$ cat src/rtl/receiver_reader_mc.sv
// receiver_reader_mc: multi-channel RC receiver PWM pulse-width reader.
// Each channel measures its high time in prescaler ticks, removes the 1 ms
// offset, saturates to OUT_W bits and strobes pwm_valid on every accepted pulse.
// A per-channel timeout raises link_lost when no pulse is accepted for a while.
// Optional feature macro: RECEIVER_FAILSAFE_EN (loads FAILSAFE_VAL on link loss).
module receiver_reader_mc #(
    parameter int NUM_CH        = 4,
    parameter int OUT_W         = 8,
    parameter int DIV           = 1330,
    parameter int OFFSET        = 40,
    parameter int MAX_TICKS     = 120,
    parameter int TIMEOUT_TICKS = 2000
`ifdef RECEIVER_FAILSAFE_EN
    ,
    parameter int FAILSAFE_VAL  = 0
`endif
) (
    input  logic                    sys_clk,
    input  logic                    sys_rst_n,
    input  logic [NUM_CH-1:0]       pwm_in,
    output logic [NUM_CH*OUT_W-1:0] pwm_out,
    output logic [NUM_CH-1:0]       pwm_valid,
    output logic [NUM_CH-1:0]       link_lost
);

    localparam int CW = OUT_W + 2;
    localparam int PW = $clog2(DIV);
    localparam int TW = $clog2(TIMEOUT_TICKS + 1);

    localparam logic [PW-1:0] DIV_LAST_C = PW'(DIV - 1);
    localparam logic [CW-1:0] OFFSET_C   = CW'(OFFSET);
    localparam logic [CW-1:0] MAX_C      = CW'(MAX_TICKS);
    localparam logic [CW-1:0] SAT_C      = CW'((1 << OUT_W) - 1);
    localparam logic [TW-1:0] TMO_C      = TW'(TIMEOUT_TICKS);
    localparam logic [TW-1:0] TMO_LAST_C = TW'(TIMEOUT_TICKS - 1);

    typedef enum logic [1:0] {
        WAIT_LOW,
        LOW,
        HIGH,
        ERR
    } state_t;

    logic [1:0]        rstSync_q;
    logic              rstInt_n;
    logic [NUM_CH-1:0] sync1_q;
    logic [NUM_CH-1:0] sync2_q;
    logic [NUM_CH-1:0] prev_q;
    logic [NUM_CH-1:0] rise;
    logic [NUM_CH-1:0] fall;
    logic [PW-1:0]     presc_q;
    logic              tick;

    // Internal reset: asserts immediately with sys_rst_n, releases two clocks later
    always_ff @(posedge sys_clk or negedge sys_rst_n) begin
        if (!sys_rst_n) begin
            rstSync_q <= 2'b00;
        end else begin
            rstSync_q <= {rstSync_q[0], 1'b1};
        end
    end

    assign rstInt_n = rstSync_q[1];

    // Two-flop synchronizer per PWM line plus one more stage for edge detection
    always_ff @(posedge sys_clk or negedge rstInt_n) begin
        if (!rstInt_n) begin
            sync1_q <= '0;
            sync2_q <= '0;
            prev_q  <= '0;
        end else begin
            sync1_q <= pwm_in;
            sync2_q <= sync1_q;
            prev_q  <= sync2_q;
        end
    end

    assign rise = sync2_q & ~prev_q;
    assign fall = ~sync2_q & prev_q;

    // Shared prescaler producing a one-cycle tick every DIV clocks
    always_ff @(posedge sys_clk or negedge rstInt_n) begin
        if (!rstInt_n) begin
            presc_q <= '0;
        end else if (presc_q == DIV_LAST_C) begin
            presc_q <= '0;
        end else begin
            presc_q <= presc_q + 1'b1;
        end
    end

    assign tick = (presc_q == DIV_LAST_C);

    for (genvar n = 0; n < NUM_CH; n++) begin : g_ch
        state_t           state_q;
        logic [CW-1:0]    cnt_q;
        logic [TW-1:0]    tmo_q;
        logic             lost_q;
        logic             valid_q;
        logic [OUT_W-1:0] out_q;
        logic [CW-1:0]    cntEff_d;
        logic [CW-1:0]    diff_d;
        logic [OUT_W-1:0] satVal_d;
        logic             accept_d;

        // A tick landing on the falling-edge cycle still belongs to the pulse,
        // so an H-tick-long high time always measures exactly H
        assign cntEff_d = cnt_q + {{(CW-1){1'b0}}, tick};
        assign diff_d   = cntEff_d - OFFSET_C;
        assign satVal_d = (diff_d > SAT_C) ? '1 : diff_d[OUT_W-1:0];
        assign accept_d = (state_q == HIGH) && fall[n] && (cntEff_d > OFFSET_C);

        // Channel FSM, pulse measurement, timeout tracking and registered outputs
        always_ff @(posedge sys_clk or negedge rstInt_n) begin
            if (!rstInt_n) begin
                state_q <= WAIT_LOW;
                cnt_q   <= '0;
                tmo_q   <= '0;
                lost_q  <= 1'b1;
                valid_q <= 1'b0;
                out_q   <= '0;
            end else begin
                valid_q <= 1'b0;
                case (state_q)
                    WAIT_LOW: begin
                        if (!sync2_q[n]) begin
                            state_q <= LOW;
                        end
                    end
                    LOW: begin
                        if (rise[n]) begin
                            state_q <= HIGH;
                            cnt_q   <= '0;
                        end
                    end
                    HIGH: begin
                        if (fall[n]) begin
                            state_q <= LOW;
                            if (accept_d) begin
                                out_q   <= satVal_d;
                                valid_q <= 1'b1;
                            end
                        end else if (cnt_q >= MAX_C) begin
                            state_q <= ERR;
                        end else if (tick) begin
                            cnt_q <= cnt_q + 1'b1;
                        end
                    end
                    ERR: begin
                        if (!sync2_q[n]) begin
                            state_q <= LOW;
                        end
                    end
                    default: begin
                        state_q <= WAIT_LOW;
                    end
                endcase

                if (accept_d) begin
                    tmo_q  <= '0;
                    lost_q <= 1'b0;
                end else if (tick && (tmo_q != TMO_C)) begin
                    tmo_q <= tmo_q + 1'b1;
                    if (tmo_q == TMO_LAST_C) begin
                        lost_q <= 1'b1;
`ifdef RECEIVER_FAILSAFE_EN
                        if (!lost_q) begin
                            out_q   <= OUT_W'(FAILSAFE_VAL);
                            valid_q <= 1'b1;
                        end
`endif
                    end
                end
            end
        end

        assign pwm_out[n*OUT_W +: OUT_W] = out_q;
        assign pwm_valid[n]              = valid_q;
        assign link_lost[n]              = lost_q;
    end

endmodule

$ cat config.mk
export PLATFORM = sky130hd
export DESIGN_NAME = receiver_reader_mc
export DESIGN_NICKNAME = d
export VERILOG_FILES = /design/src/rtl/receiver_reader_mc.sv
export SDC_FILE = /design/constraint.sdc
export NUM_CORES = 1
export LEC_CHECK = 0
export BUFFER_PORTS_ARGS = -buffer_cell sky130_fd_sc_hd__buf_2
export CORE_ASPECT_RATIO = 0.7
export CORE_UTILIZATION = 62
export DETAILED_ROUTE_END_ITERATION = 10
export PLACE_DENSITY = 0.8
export SYNTH_ARGS = -nofsm -noshare
export SYNTH_HDL_FRONTEND = slang
export SYNTH_SLANG_ARGS = --single-unit
$ cat constraint.sdc
create_clock -name sys_clk -period 5.9 [get_ports sys_clk]
set_input_delay 1.18 -clock sys_clk [delete_from_list [all_inputs] [get_ports sys_clk]]
set_output_delay 1.18 -clock sys_clk [all_outputs]
set_load 0.01 [all_outputs]
==> Yosys cells after proc, flatten, opt, wreduce, memory -nomap -nowiden <==
Cells that the tools add are included.
{ "word_totals": {"register_bits": 157, "latch_bits": 0, "ram_bits": 0, "mem_bits_ro": 0, "out_inout_bits": 40, "elab_cells": 232, "n_memories": 0} }
{ "op_classes": {"addsub": 17, "mul": 0, "n_div": 0, "n_lt_le_gt_ge": 12, "n_eq_ne": 45, "shifts": 0, "muxes": 77, "bitwise_logic": 4, "n_reduce_logical": 48} }
{ "ops": {"columns": ["op", "n"], "rows": [
  ["10-bit 2-to-1 mux", 16],
  ["11-bit 2-to-1 mux", 9],
  ["10-bit one-hot mux with 2 select lines", 4],
  ["11-bit by 1-bit adder with 11-bit output, second input constant", 5],
  ["11-bit == test, second input constant", 5],
  ["11-bit != test, second input constant", 4],
  ["10-bit by 1-bit adder with 10-bit output", 4],
  ["10-bit by 1-bit adder with 10-bit output, second input constant", 4],
  ["10-bit by 7-bit greater-or-equal comparator with 1-bit output, second input constant", 4],
  ["10-bit by 6-bit > comparator with 1-bit output, second input constant", 4],
  ["10-bit by 8-bit > comparator with 1-bit output, second input constant", 4],
  ["2-bit != test, second input constant", 20],
  ["10-bit by 6-bit subtractor with 10-bit output, second input constant", 4],
  ["2-bit 2-to-1 mux", 16],
  ["8-bit 2-to-1 mux", 4],
  ["1-bit 2-to-1 mux", 24],
  ["2-bit one-hot mux with 3 select lines", 4],
  ["3-bit AND reduction", 8],
  ["2-bit nonzero test", 12],
  ["5-bit AND reduction", 4],
  ["2-bit == test, second input constant", 8],
  ["1-bit logical AND", 12],
  ["3-bit by 2-bit != test with 1-bit output, second input constant", 4],
  ["4-bit bitwise AND", 2],
  ["other kinds (5)", 18]
]} }

==> Logic depth before layout (Yosys ltp) <==
Gate-level depths: netlist (run 1).
{ "depth": {"word_depth": 7, "ltp_mapped": 18, "mapped_depth_nobuf": 15} }

==> Worst setup path after synthesis (run 1) <==
No wires, ideal clock.
{ "synth_path": {"kind": "register to register", "from": "reg presc_q[3]", "to": "reg g_ch[1].out_q[3]", "setup_ns": 0.132, "arrival_time_ns": 4.256, "required_ns": 5.768, "setup_slack_ns": 1.512, "path_stages_with_launch": 17, "n_path_buf": 5, "synth_period_minus_slack_ns": 4.388, "path_cell_list": "dfrtp_1 -> or4b_1 -> or4_4 -> inv_2 -> buf_2 -> buf_1 -> ha_1 -> ha_1 -> clkbuf_1 -> nor2b_1 -> nor3_1 -> a2111oi_0 -> o31ai_1 -> a41oi_1 -> buf_4 -> buf_2 -> a31oi_1"} }
{ "synth_via": {"elab_chain_cells": 5, "word_cells_on_any_way": 8} }
{ "synth_rtl": {"columns": ["element", "line_no", "source"], "rows": [
  ["start: declaration", "51", "logic [PW-1:0] presc_q;"],
  ["start signal: assignment", "88", "presc_q <= presc_q + 1'b1;"],
  ["11-bit == test *", "92", "assign tick = (presc_q == DIV_LAST_C);"],
  ["10-bit by 1-bit adder with 10-bit output *", "108", "assign cntEff_d = cnt_q + {{(CW-1){1'b0}}, tick};"],
  ["10-bit by 6-bit subtractor with 10-bit output / 10-bit by 6-bit > comparator with 1-bit output (equally long branches)", "109, 111", null],
  ["10-bit by 8-bit > comparator with 1-bit output / 1-bit logical AND (equally long branches)", "110, 111", null],
  ["8-bit 2-to-1 mux / 3-bit AND reduction (equally long branches)", null, null],
  ["end signal: assignment", "140", "out_q <= satVal_d;"],
  ["end: declaration", "100", "logic [OUT_W-1:0] out_q;"]
]} }
Every way passes the cells marked *; elsewhere a longest branch is shown, timed or not.
A chain may end at the register's enable or synchronous reset.

==> Worst setup path in the final report (run 1) <==
{ "layout_path": {"from": "reg presc_q[3]", "to": "reg g_ch[1].out_q[6]"} }
Same word-level chain as after synthesis.

==> results.md, run 1 <==
- Core area: between 0.01 and 0.015 mm2
- Number of global-route vias before repair: 6,452
- Min Tclk post-route: approximately 4500 ps
- Clk sinks: 157
- Die X: 145.1 um
- Mapped Area: roughly 0.0089 mm2
- Synth Instances: 973
- F_max: 220.0 MHz
- EDFF count, synth: 0
- Post-CTS setup buffer count: 0
- Flops & latches, synth: 157
- Die Height: 102.2 um
- Hold crit path type: reg2async
- Total CTS buffers: 17
- Clock transition at path regs: 70 ps
- Via/cell ratio: slightly below 6
- Max Slew Vio Count: 0
- Hold-fix buffer count after cts: 0
- Die ar.: 0.01482 mm2
- CTS root buffer: clkbuf_16
- Mean post-synth cell area: 9.131 um2
- CTS max path bufs: 2
- Largest net degree at the start of global routing: 73
- Final GP Congestion: a little over 0.9
- Post-CTS Resized: 0
- Count of final setup violators: 0
- Wl on met1: 9099 um
- Finished Layout Cells: roughly 1.2k
- Metal2 WL: 7915 um
- Post-Route WL: ~18,000 um
- Wire length on met3: 771 um
- Placed cell count: 1,166
- Initial Utilization: 63.63%
- Post-synth ARST share: 100.0%
- Slew margin rel.: 27.26%
- Post-synth top cells: dfrtp_1, nor2_1, inv_1
- CP endpoint kind: flip-flop
- RSZ-0062 raised after global routing: false
- I/O pin total: 46
- I/O Buffers: 45
- Clock share of power: 44.3%
- Switching power share of the total: 26.12%
- Top layer in use: met4
- Peak supply drop: between 0.15 and 0.2 mV
- WP data required: 6200 ps
- Total congestion overflow: 0
- Static Leak: 4.428 nW
- Clock Skews: 16.82 ps
- Hold Violations, Final: 0
- Internal: approximately 2.0 mW
- Part of the power in registers: a little over two fifths
- Post-DP HPWL: 11,960 um
- Vias: 6,948
- Setup tns final: 0 ps
- CTS H-Tree Depth: 4
- Area Overhead vs Synth: 10.51%
- Design area: 0.009818 mm2
- Rows: 36
- # DRC: 0
- Worst EP arrival: 4850 ps
- Critical path peak fanout: 29
- Latest clock arrival within the worst-skew pair: ~420 ps
- Final-stage net count: 1,039
- Max cap viols: 0
- Top cells by area, synth: dfrtp_1, nor2_1, xnor2_1
- Antenna violations before repair: 0
- Pre-Repair DR Iteration Count: 5
- Yosys cell types: 77
- CTS tree: built
- First-iteration detailed-routing DRC count: 496
- Top-count cell post-synth: dfrtp_1
- Syn nets: slightly above 1k
- Tcrit/Tclk final: roughly 77%
- Crit Path Category: reg2reg
- Worst setup SP type: flip-flop
- Cell taking the most area after synthesis: dfrtp_1
- Status: finished, final reports clean
- ANT nets after route: 0
- Switching pwr: 0.6940 mW
- Global-route usage over all layers: 25.27%
- Synth Flop Type: dfrtp_1
- Top cell type's share of synthesized area: 43.09%
- Share of cells above drive strength 1: 10.91%
- Post-DP Area: 0.009185 mm2
- Ys Warns: 0
- DR WL/cell: 15.05 um
- Antenna cells: 0
- Worst-Margin Slew: 1091 ps
- Pwr dens: around 270 mW/mm2
- Combinational share of power: 13.0%
- Seq/Total Area, Yosys: 44.28%
- Global-route wire length before repair: 30,650 um
routing by layer:
metal	global-route usage, %	vias up
li1	-	3395
met1	36.96	3334
met2	38.35	188
met3	4.196	31
met4	8.907	0
met5	0	-
worst max-delay path, cell delays in order (launching register included):
cell and delay, ps:
dfrtp_1 410, or4b_1 520, or4_4 560, inv_2 310
ha_1 270, ha_1 310, nor2b_1 180, nor3_1 60
a2111oi_0 710, o31ai_1 220, a41oi_2 220, buf_4 320
mux2i_1 110, a31o_2 220
power by group through the flow:
stage	Clock (mW)	Combinational (mW)	Sequential, mW
CTS	1.19	0.344	1.14
global route	1.24	0.392	1.14
detailed placement	0	0.337	1.16
finish	1.18	0.345	1.14
floorplan	0	0.262	1.16
global placement	0	0.327	1.15
cells in the final DEF, fill, tap and decap left out, drive strengths merged, types with 26 or more instances in the layout:
master / instances
a21oi: 31
a31oi: 34
buf: 50
dfrtp: 153
ha: 38
inv: 68
nand2: 60
nand3: 45
nor2: 149
nor3: 26
o21ai: 34
xnor2: 61
xor2: 40
path summary, 6_finish.rpt:
check / startpoint / end / slack, ps / cells after the start
max: presc_q[3] / g_ch[1].out_q[6] / 1350 / 13
min: rstSync_q[1] / g_ch[1].out_q[0] / 320 / 0
max reg2reg: presc_q[3] / g_ch[1].out_q[6] / 1350 / 13
min reg2reg: rstSync_q[1] / g_ch[1].out_q[0] / 320 / 0
max in group asynchronous: rstSync_q[1] / g_ch[0].tmo_q[9] / 4290 / 1
min in group sys_clk: rstSync_q[0] / rstSync_q[1] / 350 / 0
stage by stage:
| step | setup WS [ps] | hold WS, ps | power (mW) | util [%] |
|---|---|---|---|---|
| 3_3_place_gp | 1563 | 331.8 | 1.481 | 65.78 |
| 5_1_grt | 1024 | 361.3 | 2.769 | 70.31 |
| 2_1_floorplan | 1209 | 331.2 | 1.419 | - |
| 6_report | 1355 | 322.9 | 2.657 | 70.31 |
| 4_1_cts | 1371 | 349.6 | 2.674 | 70.31 |
| 3_5_place_dp | 1387 | 334.7 | 1.493 | 65.78 |
logic make-up after synthesis:
kind of cell / after synthesis / share of synthesized area, %
XOR/XNOR: 101 / 9.956
AND/OR/NAND/NOR: 388 / 21.31
multiplexers: 13 / 1.493
flip-flops: 157 / 44.28
other: 1 / 0.04221
adder cells (fa/ha/maj): 38 / 5.351
AO/OA/AOI/OAI: 162 / 12.14
buffers and inverters: 113 / 5.436
final cells by class:
cell class | instances | area (um2)
Tap cell | 190 | 237.7
Inverter | 66 | 247.7
Timing Repair Buffer | 50 | 262.8
Clock inverter | 12 | 186.4
Multi-Input combinational cell | 703 | 4499
Fill cell | 1053 | 4145
Sequential cell | 157 | 3938
Clock buffer | 20 | 446.7
flip-flops by register name, indices dropped and copies added, names as in the netlist:
name          cells
g_ch.cnt_q       40
g_ch.lost_q       4
g_ch.out_q       32
g_ch.state_q      8
g_ch.tmo_q       44
g_ch.valid_q      4
presc_q          11
prev_q            4
rstSync_q         2
sync1_q           4
sync2_q           4
Note: power is estimated with default switching activity, not from simulation.
==> run 2: changes to the inputs <==
- CORE_UTILIZATION: 62 -> 56
- PLACE_DENSITY: 0.8 -> 0.76
- clock period: 5.9 -> 4.12 ns (I/O delays scaled with it)
==> run 2 against run 1 <==
  * The run now ends with DRC left
  * Final cell count increased by 1.7%
  * Flip-flop and latch count unchanged
  * Routed wire length shrank 0.75%
  * Combinational power is 41% higher
  * Clock power is 53% higher
  * Sequential power grew 43%
  * Power is 48% higher
  * Hold slack got worse by 160 ps
  * Largest cell class unchanged
  * Final area grew 2.0%
  * Maximum frequency is 17% higher
  * Clock skew down 8.4 ps
  * Clock-buffer cell count rose by 2
==> results.md, run 2 (synthesis gave the netlist of run 1 again) <==
- Share of cells above drive strength 1: 12.38% (+1.5 points)
- Latest clock arrival within the worst-skew pair: 430 ps (about the same)
- Max cap viols: 0 (unchanged)
- Worst setup SP type: flip-flop
- Worst R2R Start: presc_q[3]
- Crit-path slowest cell: or4b_1
- Hold crit path type: in2async
- Crit Path Category: reg2reg
- Area Overhead vs Synth: 12.67%
- RSZ-0062 raised after global routing: false
- Clock transition at path regs: 60 ps (about the same)
- Total CTS buffers: 17 (unchanged)
- Hold Violations, Final: 0 (unchanged)
- Pwr dens: 391.5 mW/mm2 (+45%)
- Highest-count cells in the layout ignoring fill and taps: dfrtp_1, nor2_1, inv_1, xnor2_1, nand2_1
- Tcrit/Tclk final: 94.18% (+17 points)
- WP data required: 4420 ps (-1780 ps)
- Worst-case hold slack: 167.4 ps (-155.4 ps)
- DR WL/cell: 14.69 um (-2.4%)
- Clock Skews: 8.400 ps (-8.421 ps)
- First-iteration detailed-routing DRC count: 486 (-2.0%)
- Worst EP arrival: 4180 ps (-670 ps)
- Pre-Repair DR Iteration Count: 10 (+5)
- Die ar.: 0.01638 mm2 (+11%)
- Static Leak: 4.520 nW (+2.1%)
- Status: finished, violations left
- Via/cell ratio: 5.570 (-4.0%)
- Crit. Startpoint: presc_q[3]
- Most used cell, CP: ha_1
- CTS tree: built
- Largest net degree at the start of global routing: 67 (-8.2%)
- # DRC: 1 (+1)
- Largest Register: g_ch.tmo_q
- Global-route wire length before repair: 30,950 um (+0.99%)
- F_max: 257.7 MHz (+17%)
- Worst-Margin Slew: 986.1 ps (-105.0 ps)
- I/O pin total: 46 (unchanged)
- Count of final setup violators: 0 (unchanged)
- Largest regs: g_ch.tmo_q x44, g_ch.cnt_q x40, g_ch.out_q x32
- Final-stage net count: 1,049 (+0.96%)
- Pre-CTS WS: 59.47 ps (-1327 ps)
- Failing checks: DRC
- Worst setup margin: 239.8 ps (-1115 ps)
- Post-DP HPWL: 12,340 um (+3.1%)
- Slew margin rel.: 33.75% (+6.5 points)
- Final GP Congestion: 0.8797 (-5.8%)
- Antenna violations before repair: 0 (unchanged)
- CP Cell Sequence: or4b_1, or4_4, inv_2, buf_6, ha_1, ha_1, nand3_1, xor2_1, ha_1, or2_2, o21ba_2, o22ai_1, buf_4, a31oi_1
- CTS H-Tree Depth: 4 (unchanged)
- Clk sinks: 157 (unchanged)
- Number of global-route vias before repair: 6,383 (-1.1%)
- Max reg flops: 44 (unchanged)
- Die X: 152.6 um (+5.1%)
- CP endpoint kind: flip-flop
- Post-Route WL: 17,890 um (-0.75%)
- Antenna cells: 0 (unchanged)
- Rows: 38 (+5.6%)
- Die Height: 107.4 um (+5.1%)
- CTS max path bufs: 2 (unchanged)
- Crit-path max cell delay: 540 ps (-170 ps)
- CTS root buffer: clkbuf_16
- Initial Utilization: 57.32% (-6.3 points)
- Total congestion overflow: 0 (unchanged)
- Peak supply drop: 0.2722 mV (+45%)
- Most common cell after layout, fill and taps aside: dfrtp_1
- Critical path peak fanout: 26 (-10%)
- Min Tclk post-route: 3880 ps (-665.1 ps)
- Vias: 6,784 (-2.4%)
- ANT nets after route: 0 (unchanged)
- Core area: 0.01550 mm2 (+11%)
- I/O Buffers: 45 (unchanged)
- Max Slew Vio Count: 0 (unchanged)
- Setup tns final: 0 ps (unchanged)
- Global-route usage over all layers: 23.47% (-1.8 points)
[run 2: cell count changes in the layout (fill, tap and decap cells not counted), moves of 2 or more]
cell        previous run  this run
inv_6                  2         0
clkbuf_8               1         3
bufinv_16              4         6
clkinvlp_4             3         1
ha_1                  38        36
ha_2                   0         2
buf_4                  5        11
buf_6                  0         3
[run 2: timing repair]
item	in CTS	in global routing
hold endpoints to repair	0	0
hold buffers	0	0
resized for setup	0	13
buffers inserted	0	1
setup endpoints to repair	0	79
[run 2: layout make-up]
cell class / count / area, um2
repair buffers: 60 / 356.6
fillers: 1219 / 5489
multi-input cells: 703 / 4534
inverters: 66 / 247.7
well taps: 200 / 250.2
clock inverters: 10 / 210.2
clock buffers: 22 / 474.2
flip-flops and latches: 157 / 3938
[run 2: final timing paths]
| path | endpoint | slack, ps | cells past startpoint |
|---|---|---|---|
| worst max-delay path | g_ch[3].out_q[7] | 240 | 14 |
| worst min-delay path | rstSync_q[1] | 170 | 1 |
| worst max register to register | g_ch[3].out_q[7] | 240 | 14 |
| worst min register to register | rstSync_q[1] | 350 | 0 |
| max in group asynchronous | g_ch[0].lost_q | 2610 | 1 |
| min in group sys_clk | rstSync_q[1] | 350 | 0 |
[run 2: routing by layer]
layer / wire length [um] / vias up / share of wire [%] / track usage [%]
li1: - / 3419 / - / -
met1: 9251 / 3210 / 52 / 34.53
met2: 7552 / 135 / 42 / 34.73
met3: 868 / 20 / 4.9 / 5.233
met4: 218 / 0 / 1.2 / 6.638
met5: 0 / - / 0 / 0
[run 2: worst max-delay path, delay by kind of cell, from the launching register on]
| family | cells | cell delay, ps |
|---|---|---|
| xor+xnor | 1 | 190 |
| compound gates | 3 | 410 |
| flops | 1 | 430 |
| fa+ha+maj | 3 | 810 |
| buf+inv | 3 | 500 |
| simple gates | 4 | 1420 |
[run 2: per-stage QoR]
step                power [mW]  std cells  utilization (%)  area [um2]
CTS                      3.952       1217            64.20        9951
global route             4.094       1218            64.59       10010
global placement         2.120       1185            59.78        9266
finish                   3.920       1218            64.59       10010
floorplan                2.032        973                -        8889
detailed placement       2.137       1185            59.78        9266
[run 2: report_power, final]
part,switching (mW),internal [mW]
clock network,0.615,1.19
registers,0.0467,1.59
logic,0.298,0.189
total,0.960,2.96
